--- src/rtl/ftoi_issue_sched_pkg.sv ---
// Shared FPU constants for the float-to-int issue scheduler.
// Holds the conversion-unit latency and the requester id width helper.
package ftoi_issue_sched_pkg;

  localparam int FTOI_LAT = 1;
  localparam int FTOI_DW  = 32;

  function automatic int id_width(input int n);
    return (n <= 2) ? 1 : $clog2(n);
  endfunction

endpackage

--- src/rtl/ftoi_result_fifo.sv ---
// Result FIFO for the float-to-int scheduler.
// Power-of-two depth; the count tells full from empty.
module ftoi_result_fifo #(
  parameter int W     = 33,
  parameter int DEPTH = 4
) (
  input  logic                       clk,
  input  logic                       rst,
  input  logic                       i_push,
  input  logic [W-1:0]               i_wdata,
  input  logic                       i_pop,
  output logic [W-1:0]               o_rdata,
  output logic                       o_empty,
  output logic [$clog2(DEPTH+1)-1:0] o_count
);

  localparam int AW = $clog2(DEPTH);
  localparam int CW = $clog2(DEPTH+1);

  logic [W-1:0]  r_mem [DEPTH];
  logic [AW-1:0] r_wp;
  logic [AW-1:0] r_rp;
  logic [CW-1:0] r_cnt;

  always_ff @(posedge clk) begin
    if (i_push) begin
      r_mem[r_wp] <= i_wdata;
    end
  end

  always_ff @(posedge clk or posedge rst) begin
    if (rst) begin
      r_wp  <= '0;
      r_rp  <= '0;
      r_cnt <= '0;
    end else begin
      if (i_push) begin
        r_wp <= r_wp + AW'(1);
      end
      if (i_pop) begin
        r_rp <= r_rp + AW'(1);
      end
      unique case ({i_push, i_pop})
        2'b10:   r_cnt <= r_cnt + CW'(1);
        2'b01:   r_cnt <= r_cnt - CW'(1);
        default: r_cnt <= r_cnt;
      endcase
    end
  end

  assign o_empty = (r_cnt == '0);
  assign o_count = r_cnt;
  assign o_rdata = o_empty ? '0 : r_mem[r_rp];

endmodule

--- src/rtl/ftoi_issue_sched.sv ---
// Round-robin issue scheduler sharing one pipelined float-to-int unit.
// Tracks in-flight ids and returns tagged results through a credited FIFO.
module ftoi_issue_sched
  import ftoi_issue_sched_pkg::*;
#(
  parameter int NREQ  = 2,
  parameter int LAT   = FTOI_LAT,
  parameter int DEPTH = 4,
  parameter int IDW   = id_width(NREQ)
) (
  input  logic                   clk,
  input  logic                   rst,
  input  logic [NREQ-1:0]        req_valid,
  input  logic [NREQ*32-1:0]     req_data,
  output logic [NREQ-1:0]        req_ready,
  output logic [FTOI_DW-1:0]     conv_s,
  input  logic [FTOI_DW-1:0]     conv_d,
  output logic                   resp_valid,
  input  logic                   resp_ready,
  output logic [IDW-1:0]         resp_id,
  output logic [FTOI_DW-1:0]     resp_data
);

  localparam int CW = $clog2(DEPTH+1);

  logic [IDW-1:0] r_rr;
  logic [LAT-1:0] r_pv;
  logic [IDW-1:0] r_pid [LAT];

  logic                   w_found;
  logic [IDW-1:0]         w_gid;
  logic                   w_can;
  int                     w_occ;
  logic [CW-1:0]          w_cnt;
  logic                   w_empty;
  logic                   w_pop;
  logic [IDW+FTOI_DW-1:0] w_head;

  always_comb begin
    w_occ = 0;
    for (int i = 0; i < LAT; i++) begin
      w_occ = w_occ + int'(r_pv[i]);
    end
  end

  // A pop in this same cycle is not credited, so DEPTH == LAT+1 cannot stream.
  assign w_can = !rst && ((w_occ + int'(w_cnt)) < DEPTH);

  always_comb begin
    w_found   = 1'b0;
    w_gid     = '0;
    req_ready = '0;
    conv_s    = '0;
    if (w_can) begin
      for (int k = 0; k < NREQ; k++) begin
        for (int i = 0; i < NREQ; i++) begin
          if (!w_found && req_valid[i] &&
              ((int'(r_rr) + k) % NREQ == i)) begin
            w_found      = 1'b1;
            w_gid        = IDW'(i);
            req_ready[i] = 1'b1;
            conv_s       = req_data[32*i +: 32];
          end
        end
      end
    end
  end

  always_ff @(posedge clk or posedge rst) begin
    if (rst) begin
      r_rr <= '0;
      r_pv <= '0;
      for (int i = 0; i < LAT; i++) begin
        r_pid[i] <= '0;
      end
    end else begin
      if (w_found) begin
        r_rr <= (w_gid == IDW'(NREQ-1)) ? '0 : w_gid + IDW'(1);
      end
      r_pv[0]  <= w_found;
      r_pid[0] <= w_gid;
      for (int i = 1; i < LAT; i++) begin
        r_pv[i]  <= r_pv[i-1];
        r_pid[i] <= r_pid[i-1];
      end
    end
  end

  assign w_pop = !w_empty && resp_ready;

  ftoi_result_fifo #(
    .W     (IDW + FTOI_DW),
    .DEPTH (DEPTH)
  ) u_fifo (
    .clk     (clk),
    .rst     (rst),
    .i_push  (r_pv[LAT-1]),
    .i_wdata ({r_pid[LAT-1], conv_d}),
    .i_pop   (w_pop),
    .o_rdata (w_head),
    .o_empty (w_empty),
    .o_count (w_cnt)
  );

  assign resp_valid = !w_empty;
  assign resp_id    = w_head[IDW+FTOI_DW-1:FTOI_DW];
  assign resp_data  = w_head[FTOI_DW-1:0];

endmodule

--- config.mk ---
export PLATFORM = sky130hd
export DESIGN_NAME = ftoi_issue_sched
export DESIGN_NICKNAME = d
export VERILOG_FILES = /design/src/rtl/ftoi_issue_sched_pkg.sv /design/src/rtl/ftoi_result_fifo.sv /design/src/rtl/ftoi_issue_sched.sv
export SDC_FILE = /design/constraint.sdc
export NUM_CORES = 1
export LEC_CHECK = 0
export ABC_CLOCK_PERIOD_IN_PS = 2600
export CORE_MARGIN = 4
export CORE_UTILIZATION = 50
export CTS_BUF_LIST = sky130_fd_sc_hd__clkbuf_8
export DETAILED_ROUTE_END_ITERATION = 7
export PLACE_DENSITY = 0.82
export SLEW_MARGIN = 40
export SYNTH_ARGS = -nofsm -noshare
export SYNTH_HDL_FRONTEND = slang
export SYNTH_SLANG_ARGS = --single-unit
--- constraint.sdc ---
create_clock -name clk -period 2.6 [get_ports clk]
set_input_delay 0.78 -clock clk [delete_from_list [all_inputs] [get_ports clk]]
set_output_delay 0.78 -clock clk [all_outputs]
set_load 0.02 [all_outputs]
==> results of run 1 <==
[placed cells by master, fill, tap and decap left out, types with 4 or more instances in the layout]
cell and n:
sky130_fd_sc_hd__edfxtp_1 132, sky130_fd_sc_hd__clkdlybuf4s50_1 97, sky130_fd_sc_hd__o211ai_1 64, sky130_fd_sc_hd__buf_6 62, sky130_fd_sc_hd__mux4_2 32, sky130_fd_sc_hd__and2_4 31
sky130_fd_sc_hd__buf_4 27, sky130_fd_sc_hd__a21oi_4 21, sky130_fd_sc_hd__buf_12 19, sky130_fd_sc_hd__clkbuf_8 17, sky130_fd_sc_hd__a21oi_2 11, sky130_fd_sc_hd__dfrtp_1 9
sky130_fd_sc_hd__inv_1 8, sky130_fd_sc_hd__ha_1 5, sky130_fd_sc_hd__xor2_1 4, sky130_fd_sc_hd__clkinv_2 4, sky130_fd_sc_hd__and2_2 4, sky130_fd_sc_hd__clkinvlp_4 4
[critical path, stage by stage, from the launching register on]
cell	delay (ps)
sky130_fd_sc_hd__dfrtp_2	430
sky130_fd_sc_hd__buf_6	140
sky130_fd_sc_hd__clkbuf_16	140
sky130_fd_sc_hd__mux4_2	490
sky130_fd_sc_hd__and2_4	170
sky130_fd_sc_hd__buf_6	120
[cells by family (layout without fill, tap and decap cells)]
group | count (synthesis) | count (layout) | share of synthesized area, %
DFF | 142 | 142 | 65.6
buffers and inverters | 48 | 254 | 4.21
AOI/OAI and AO/OA | 104 | 104 | 12.1
adders and majority gates | 6 | 6 | 1.29
xor gates and xnor gates | 6 | 6 | 0.818
muxes | 34 | 34 | 12.0
and+or+nand+nor | 42 | 42 | 3.99
[power groups by stage]
stage / Combinational (mW) / Sequential [mW] / Clock (mW)
after global routing: 5.10 / 2.94 / 1.92
after detailed placement: 3.94 / 2.98 / 0
after floorplan: 2.37 / 2.91 / 0
after global placement: 3.87 / 2.96 / 0
after CTS: 4.56 / 2.91 / 1.81
final: 4.80 / 2.92 / 1.76
[layer usage]
layer / track usage [%] / up-vias / routed length (um)
li1: - / 1929 / -
met1: 24.4 / 2100 / 5630
met2: 36.9 / 200 / 8220
met3: 6.81 / 23 / 1240
met4: 8.05 / 0 / 286
met5: 0 / - / 0
[state kept, by name, summed over array words and instances (netlist names)]
| name | cells |
|---|---|
| r_pv | 1 |
| u_fifo.o_count | 3 |
| u_fifo.r_mem | 132 |
| u_fifo.r_wp | 2 |
| r_pid | 1 |
| u_fifo.r_rp | 2 |
| r_rr | 1 |
[cell type report]
cell class | instances | area share, %
Timing Repair Buffer | 212 | 24.6
Inverter | 10 | 0.425
Clock inverter | 15 | 1.83
Sequential cell | 142 | 44.8
Tap cell | 172 | 2.29
Multi-Input combinational cell | 192 | 23.6
Clock buffer | 17 | 2.49
[worst min path at each step]
stage | end | from | cells past startpoint | slack, ps
6_report | r_rr$_DFFE_PP0P_ | rst | 2 | 350
5_1_grt | r_rr$_DFFE_PP0P_ | rst | 2 | 350
4_1_cts | r_rr$_DFFE_PP0P_ | rst | 2 | 330
3_5_place_dp | u_fifo.o_count[2]$_DFFE_PP0P_ | u_fifo.o_count[2]$_DFFE_PP0P_ | 1 | 480
3_3_place_gp | u_fifo.r_mem[1][32]$_DFFE_PP_ | r_pid$_DFF_PP0_ | 0 | 470
2_1_floorplan | u_fifo.r_mem[0][32]$_DFFE_PP_ | r_pid$_DFF_PP0_ | 0 | 450
[repair_timing]
item,in CTS,in global routing
buffers inserted,10,5
cloned,4,1
endpoints found under the setup margin,68,68
pin swaps,27,6
gates resized for setup,419,73
==> summary.md, run 1 <==
| Metric | Value |
|---|---|
| Final Critical Period | 2700 ps |
| Clock latency at the later pin of the worst-skew pair | 420 ps |
| Switching power total | 3.12 mW |
| Ratio of cells with drive above 1 in the final layout | 42.7% |
| Post-CTS Hold Buffers | 0 |
| Cell row count | 41 |
| CTS sink count | 142 |
| DRT Wirelength | 15.4 mm |
| Layout fillers | 763 |
| CTS tree | yes |
| Post-Syn Area | 0.00642 sq mm |
| Share of the clock period used by the worst path | 104% |
| CP Launch Type | register |
| Chip Height | 121 um |
| Setup clock skew after layout | 9.20 ps |
| Result of the run | complete, but fails checks |
| Final setup vio count | 61 |
| Pin slew with the least headroom to its limit | 431 ps |
| Power Density | 1010 mW/mm^2 |
| Final Max Slew Viols | 0 |
| Count of input and output buffers | 168 |
| Number of antenna violations at the first check in global routing | 0 |
| Clock root cell | sky130_fd_sc_hd__clkbuf_8 |
| Number of cells traversed by the worst register-to-register path | 9 |
| CTS H-tree depth | 4 |
| Number of design rule violations left after detail routing | 0 |
| Global Route Usage Sum | 21.2% |
| Placed Area | 0.00849 sq mm |
| Data required time of the worst path | 1820 ps |
| Clock buffers created by TritonCTS | 17 |
| Register cell area after layout | 0.00422 sq mm |
| Relative max-transition margin | 71.3% |
| Area growth from synthesis to layout | 46.5% |
| Yosys top cell area share | 61.7% |
| Horizontal die dimension | 121 um |
| Synth Register Bits | 142 |
| Worst ir drop on vdd | 0.434 mV |
| Global-route wire length before repair | 23.9 mm |
| Most common cell in the netlist | sky130_fd_sc_hd__edfxtp_1 |
| Placed wire-length estimate | 10.0 mm |
| Reported max-cap violation count | 0 |
| Nature of the critical path endpoint | primary output |
| Cell total after placement | 714 |
| Post-route non-filler standard cell count | 760 |
| GP Congestion | 0.923 |
| Overflow left after global routing | 0 |
| Synth cell count leaders | 132 x sky130_fd_sc_hd__edfxtp_1, 64 x sky130_fd_sc_hd__o211ai_1, 38 x sky130_fd_sc_hd__and2_1, 28 x sky130_fd_sc_hd__mux4_2, 23 x sky130_fd_sc_hd__clkbuf_1 |
| Maximum fanout count along the critical path | 4 |
| Ys Warns | 0 |
| Final hold slack | 347 ps |
| Path type of the worst setup path | register to primary output |
| Effective utilization at floorplan | 50.9% |
| Failing checks | negative setup slack |
| Count of different cell masters after synthesis | 31 |
| Final hold violation count | 0 |
| Number of vias in the routed layout | 4,252 |
| Antenna diode count | 0 |
| Iteration count of the initial detailed-routing pass | 4 |
| Footprint of the multi-input gates | 0.00222 sq mm |
| Largest net degree at the start of global routing | 37 |
| Overall power of the completed layout | 9.48 mW |
| Share of the core filled with cells | 74.6% |
| Pre-CTS WS | -772 ps |
| Maximum buffer depth of the clock tree | 2 |
| Setup slack, reg-to-reg | 470 ps |
| Endpoint of the worst register-to-register path | u_fifo.o_count[2]$_DFFE_PP0P_ |
| Setup TNS | -2580 ps |
| Clock network fraction of design power | 18.6% |
| Die Area | 0.0147 sq mm |
| Synthesized netlist cell count | 382 |
| Setup WS post-layout | -97.7 ps |
| Antenna-violating nets left | 0 |
| Proportion of synthesized chip area in sequential cells | 65.6% |
| Relative contribution of sequential cells to total power | 30.8% |
| RSZ-0062 raised after global routing | yes |
| Asr flop ratio synth | 7.04% |
| Area leader, netlist | sky130_fd_sc_hd__edfxtp_1 |
| Core footprint | 0.0126 sq mm |
| Leakage | 3.24 nW |
| Proportion of power drawn by combinational gates | 50.7% |
| Worst setup path start | u_fifo.r_rp[0]$_DFFE_PP0P_ |
| Total number of nets in the final design | 682 |
| Number of flops mapped to enable cells by yosys | 132 |
| Worst Hold Class | input port to async pin |
| Post-synth net total | 489 |
| Critical register-to-register path startpoint | u_fifo.o_count[0]$_DFFE_PP0P_ |
| Number of DRC markers in iteration 0 | 230 |
| Mean cell area of the mapped netlist | 16.8 sq um |
| Mean number of vias per cell | 5.59 |
| Leading register cell type out of synthesis | sky130_fd_sc_hd__edfxtp_1 |
| Detail-routed net length per standard cell | 20.2 um |
| Proportion of total power due to net switching | 32.9% |
| Critical path arrival | 1920 ps |
| Internal Pwr Total | 6.36 mW |
| Clock input transition at the sequential cells of the worst setup and hold paths | 80 ps |
| Max frequency | 0.371 GHz |
| Via count of the first global-routing pass | 4,699 |
| Critical Path Sink | resp_data[14] |
| Final std cell area, no fill | 0.00941 sq mm |
| Number of I/O pins | 169 |
| Top cells by area in the synthesized netlist | sky130_fd_sc_hd__edfxtp_1 62%, sky130_fd_sc_hd__mux4_2 9.8%, sky130_fd_sc_hd__o211ai_1 7.5%, sky130_fd_sc_hd__dfrtp_1 3.9%, sky130_fd_sc_hd__and2_1 3.7% |
No activity file was read; power rests on OpenSTA's default activity.
==> run 2, diff against run 1 <==
- CAP_MARGIN: unset -> 5
- PLACE_DENSITY: 0.82 -> 0.87
==> run 2 against run 1 <==
  * Utilization increased by 0.15 points
  * The flow still finishes with violations (negative setup slack)
  * Power rose by 0.75%
  * Global-route usage rose by 0.40 points
  * Largest cell class unchanged
  * Clock-buffer cell count unchanged
  * Non-clock buffer count increased by 5
  * Routed wire length is 1.8% higher
  * First-iteration DRC count is 24% higher
  * Die area unchanged
  * Via count up 1.7%
  * Clock power shrank 6%
==> summary.md, run 2 (same netlist as run 1, synthesis figures left out) <==
| Metric | Value |
|---|---|
| Leakage | 3.26 nW (was 3.24 nW) |
| Global-route wire length before repair | 24.0 mm (was 23.9 mm) |
| Failing checks | negative setup slack (unchanged) |
| Power Density | 1010 mW/mm^2 (about the same) |
| CP Launch Type | register (unchanged) |
| Number of vias in the routed layout | 4,325 (was 4,252) |
| Critical Path, Cell by Cell | buf_6, buf_6, mux4_2, and2_4, buf_6 (was buf_6, clkbuf_16, mux4_2, and2_4, buf_6) |
| Number of design rule violations left after detail routing | 0 (unchanged) |
| Worst path most repeated cell | sky130_fd_sc_hd__buf_6 (unchanged) |
| Relative max-transition margin | 66.7% (was 71.3%) |
| Die Area | 0.0147 sq mm (unchanged) |
| Clock input transition at the sequential cells of the worst setup and hold paths | 70 ps (was 80 ps) |
| Area growth from synthesis to layout | 46.8% (was 46.5%) |
| CTS tree | yes (unchanged) |
| Post-route non-filler standard cell count | 765 (was 760) |
| Worst Hold Class | input port to async pin (unchanged) |
| Logic depth of the worst setup path including buffers | 5 (unchanged) |
| Count of buffer and inverter cells on the critical path | 3 (unchanged) |
| Ratio of cells with drive above 1 in the final layout | 43.7% (was 42.7%) |
| Critical path arrival | 1970 ps (was 1920 ps) |
| CTS sink count | 142 (unchanged) |
| Via count of the first global-routing pass | 4,584 (was 4,699) |
| Count of input and output buffers | 168 (unchanged) |
| Number of DRC markers in iteration 0 | 285 (was 230) |
| Final setup vio count | 54 (was 61) |
| Final hold violation count | 0 (unchanged) |
| Result of the run | complete, but fails checks (unchanged) |
| CTS H-tree depth | 4 (unchanged) |
| Final Critical Period | 2750 ps (was 2700 ps) |
| Global Route Usage Sum | 21.6% (was 21.2%) |
| Overflow left after global routing | 0 (unchanged) |
| Setup TNS | -4130 ps (was -2580 ps) |
| Footprint of the multi-input gates | 0.00220 sq mm (was 0.00222 sq mm) |
| Worst ir drop on vdd | 0.432 mV (was 0.434 mV) |
| Cell row count | 41 (unchanged) |
| Reg with most FFs | u_fifo.r_mem (unchanged) |
| Horizontal die dimension | 121 um (unchanged) |
| Data required time of the worst path | 1820 ps (about the same) |
| Total number of nets in the final design | 687 (was 682) |
| Setup clock skew after layout | 8.46 ps (was 9.20 ps) |
| Placed wire-length estimate | 9.91 mm (was 10.0 mm) |
| Share of the clock period used by the worst path | 106% (was 104%) |
| Effective utilization at floorplan | 50.9% (unchanged) |
| RSZ-0062 raised after global routing | yes (unchanged) |
| DRT Wirelength | 15.6 mm (was 15.4 mm) |
| Maximum buffer depth of the clock tree | 2 (unchanged) |
| Most frequent standard cell in the layout excluding fill and tap cells | sky130_fd_sc_hd__edfxtp_1 (unchanged) |
| Overall power of the completed layout | 9.55 mW (was 9.48 mW) |
| Layout fillers | 775 (was 763) |
| Clock buffers created by TritonCTS | 17 (unchanged) |
| Number of antenna violations at the first check in global routing | 0 (unchanged) |
| Number of cells traversed by the worst register-to-register path | 10 (was 9) |
| Final std cell area, no fill | 0.00943 sq mm (was 0.00941 sq mm) |
| Highest-count cells in the layout ignoring fill and taps | 132 x sky130_fd_sc_hd__edfxtp_1, 97 x sky130_fd_sc_hd__clkdlybuf4s50_1, 65 x sky130_fd_sc_hd__buf_6, 64 x sky130_fd_sc_hd__o211ai_1 (was 132 x sky130_fd_sc_hd__edfxtp_1, 97 x sky130_fd_sc_hd__clkdlybuf4s50_1, 64 x sky130_fd_sc_hd__o211ai_1, 62 x sky130_fd_sc_hd__buf_6, 32 x sky130_fd_sc_hd__mux4_2) |
| Largest net degree at the start of global routing | 37 (unchanged) |
| Antenna-violating nets left | 0 (unchanged) |
| Chip Height | 121 um (unchanged) |
| Mean number of vias per cell | 5.65 (was 5.59) |
| Reported max-cap violation count | 0 (unchanged) |
| Placed Area | 0.00845 sq mm (was 0.00849 sq mm) |
| Antenna diode count | 0 (unchanged) |
| Clock latency at the later pin of the worst-skew pair | 430 ps (was 420 ps) |
| Cell type group with the largest total delay on the critical path | multiplexers (unchanged) |
| Setup WS post-layout | -150 ps (was -97.7 ps) |
| Share of the core filled with cells | 74.7% (was 74.6%) |
| GP Congestion | 0.830 (was 0.923) |
| Clock root cell | sky130_fd_sc_hd__clkbuf_8 (unchanged) |
| Cell total after placement | 710 (was 714) |
| Number of I/O pins | 169 (unchanged) |
| Nature of the critical path endpoint | primary output (unchanged) |
| Flip-flop count of the largest register after layout | 132 (unchanged) |
| Pin slew with the least headroom to its limit | 500 ps (was 431 ps) |
| Final Max Slew Viols | 0 (unchanged) |
| Max frequency | 0.364 GHz (was 0.371 GHz) |
| Slowest stage cell on the critical path | sky130_fd_sc_hd__mux4_2 (unchanged) |
| Path type of the worst setup path | register to primary output (unchanged) |
| Iteration count of the initial detailed-routing pass | 4 (unchanged) |
| Register cell area after layout | 0.00422 sq mm (unchanged) |
| Maximum fanout count along the critical path | 6 (was 4) |
| Core footprint | 0.0126 sq mm (unchanged) |
| Worst stage delay on the critical path | 490 ps (about the same) |
| Detail-routed net length per standard cell | 20.5 um (was 20.2 um) |
==> run 2: worst paths after layout <==
| kind | start | to | slack, ps |
|---|---|---|---|
| worst max-delay path | u_fifo.r_rp[0]$_DFFE_PP0P_ | resp_data[26] | -150 |
| worst min-delay path | rst | u_fifo.o_count[1]$_DFFE_PP0P_ | 330 |
| worst max register to register | u_fifo.o_count[1]$_DFFE_PP0P_ | u_fifo.o_count[2]$_DFFE_PP0P_ | 420 |
| worst min register to register | u_fifo.o_count[2]$_DFFE_PP0P_ | u_fifo.o_count[2]$_DFFE_PP0P_ | 490 |
| max in group asynchronous | rst | u_fifo.r_rp[0]$_DFFE_PP0P_ | 1970 |
| min in group clk | u_fifo.o_count[2]$_DFFE_PP0P_ | u_fifo.o_count[2]$_DFFE_PP0P_ | 490 |
==> run 2: final cells by class <==
| cell class | instances | area share, % |
|---|---|---|
| multi-input combinational | 192 | 23.3 |
| clock buffer | 17 | 2.48 |
| sequential | 142 | 44.7 |
| timing repair buffer | 217 | 25.3 |
| clock inverter | 15 | 1.57 |
| tap | 172 | 2.28 |
| inverter | 10 | 0.425 |
==> run 2: routing by layer <==
metal	track usage (%)	up-vias	wire, um
li1	-	1929	-
met1	25.9	2157	6000
met2	37.1	215	8100
met3	6.90	24	1260
met4	6.79	0	290
met5	0	-	0
==> run 2: metrics by stage <==
| step | worst slack [ps] | hold slack (ps) |
|---|---|---|
| global route | -228 | 335 |
| floorplan | 3.62 | 455 |
| finish | -150 | 328 |
| global placement | -791 | 473 |
| detailed placement | -785 | 477 |
| CTS | -218 | 311 |
==> run 2: repair_timing <==
action	CTS	global route
pin swaps	17	3
buffers inserted	19	2
resized for setup	437	59
endpoints found under the setup margin	68	68
endpoints found under the hold margin	0	0
cloned	5	0
hold buffers	0	0
==> run 2: power by group <==
group          internal (mW)  leakage [nW]  switching [mW]
sequential              2.80          1.32           0.123
clock                  0.844         0.181           0.813
combinational           2.72          1.76            2.25
total                   6.37          3.26            3.18
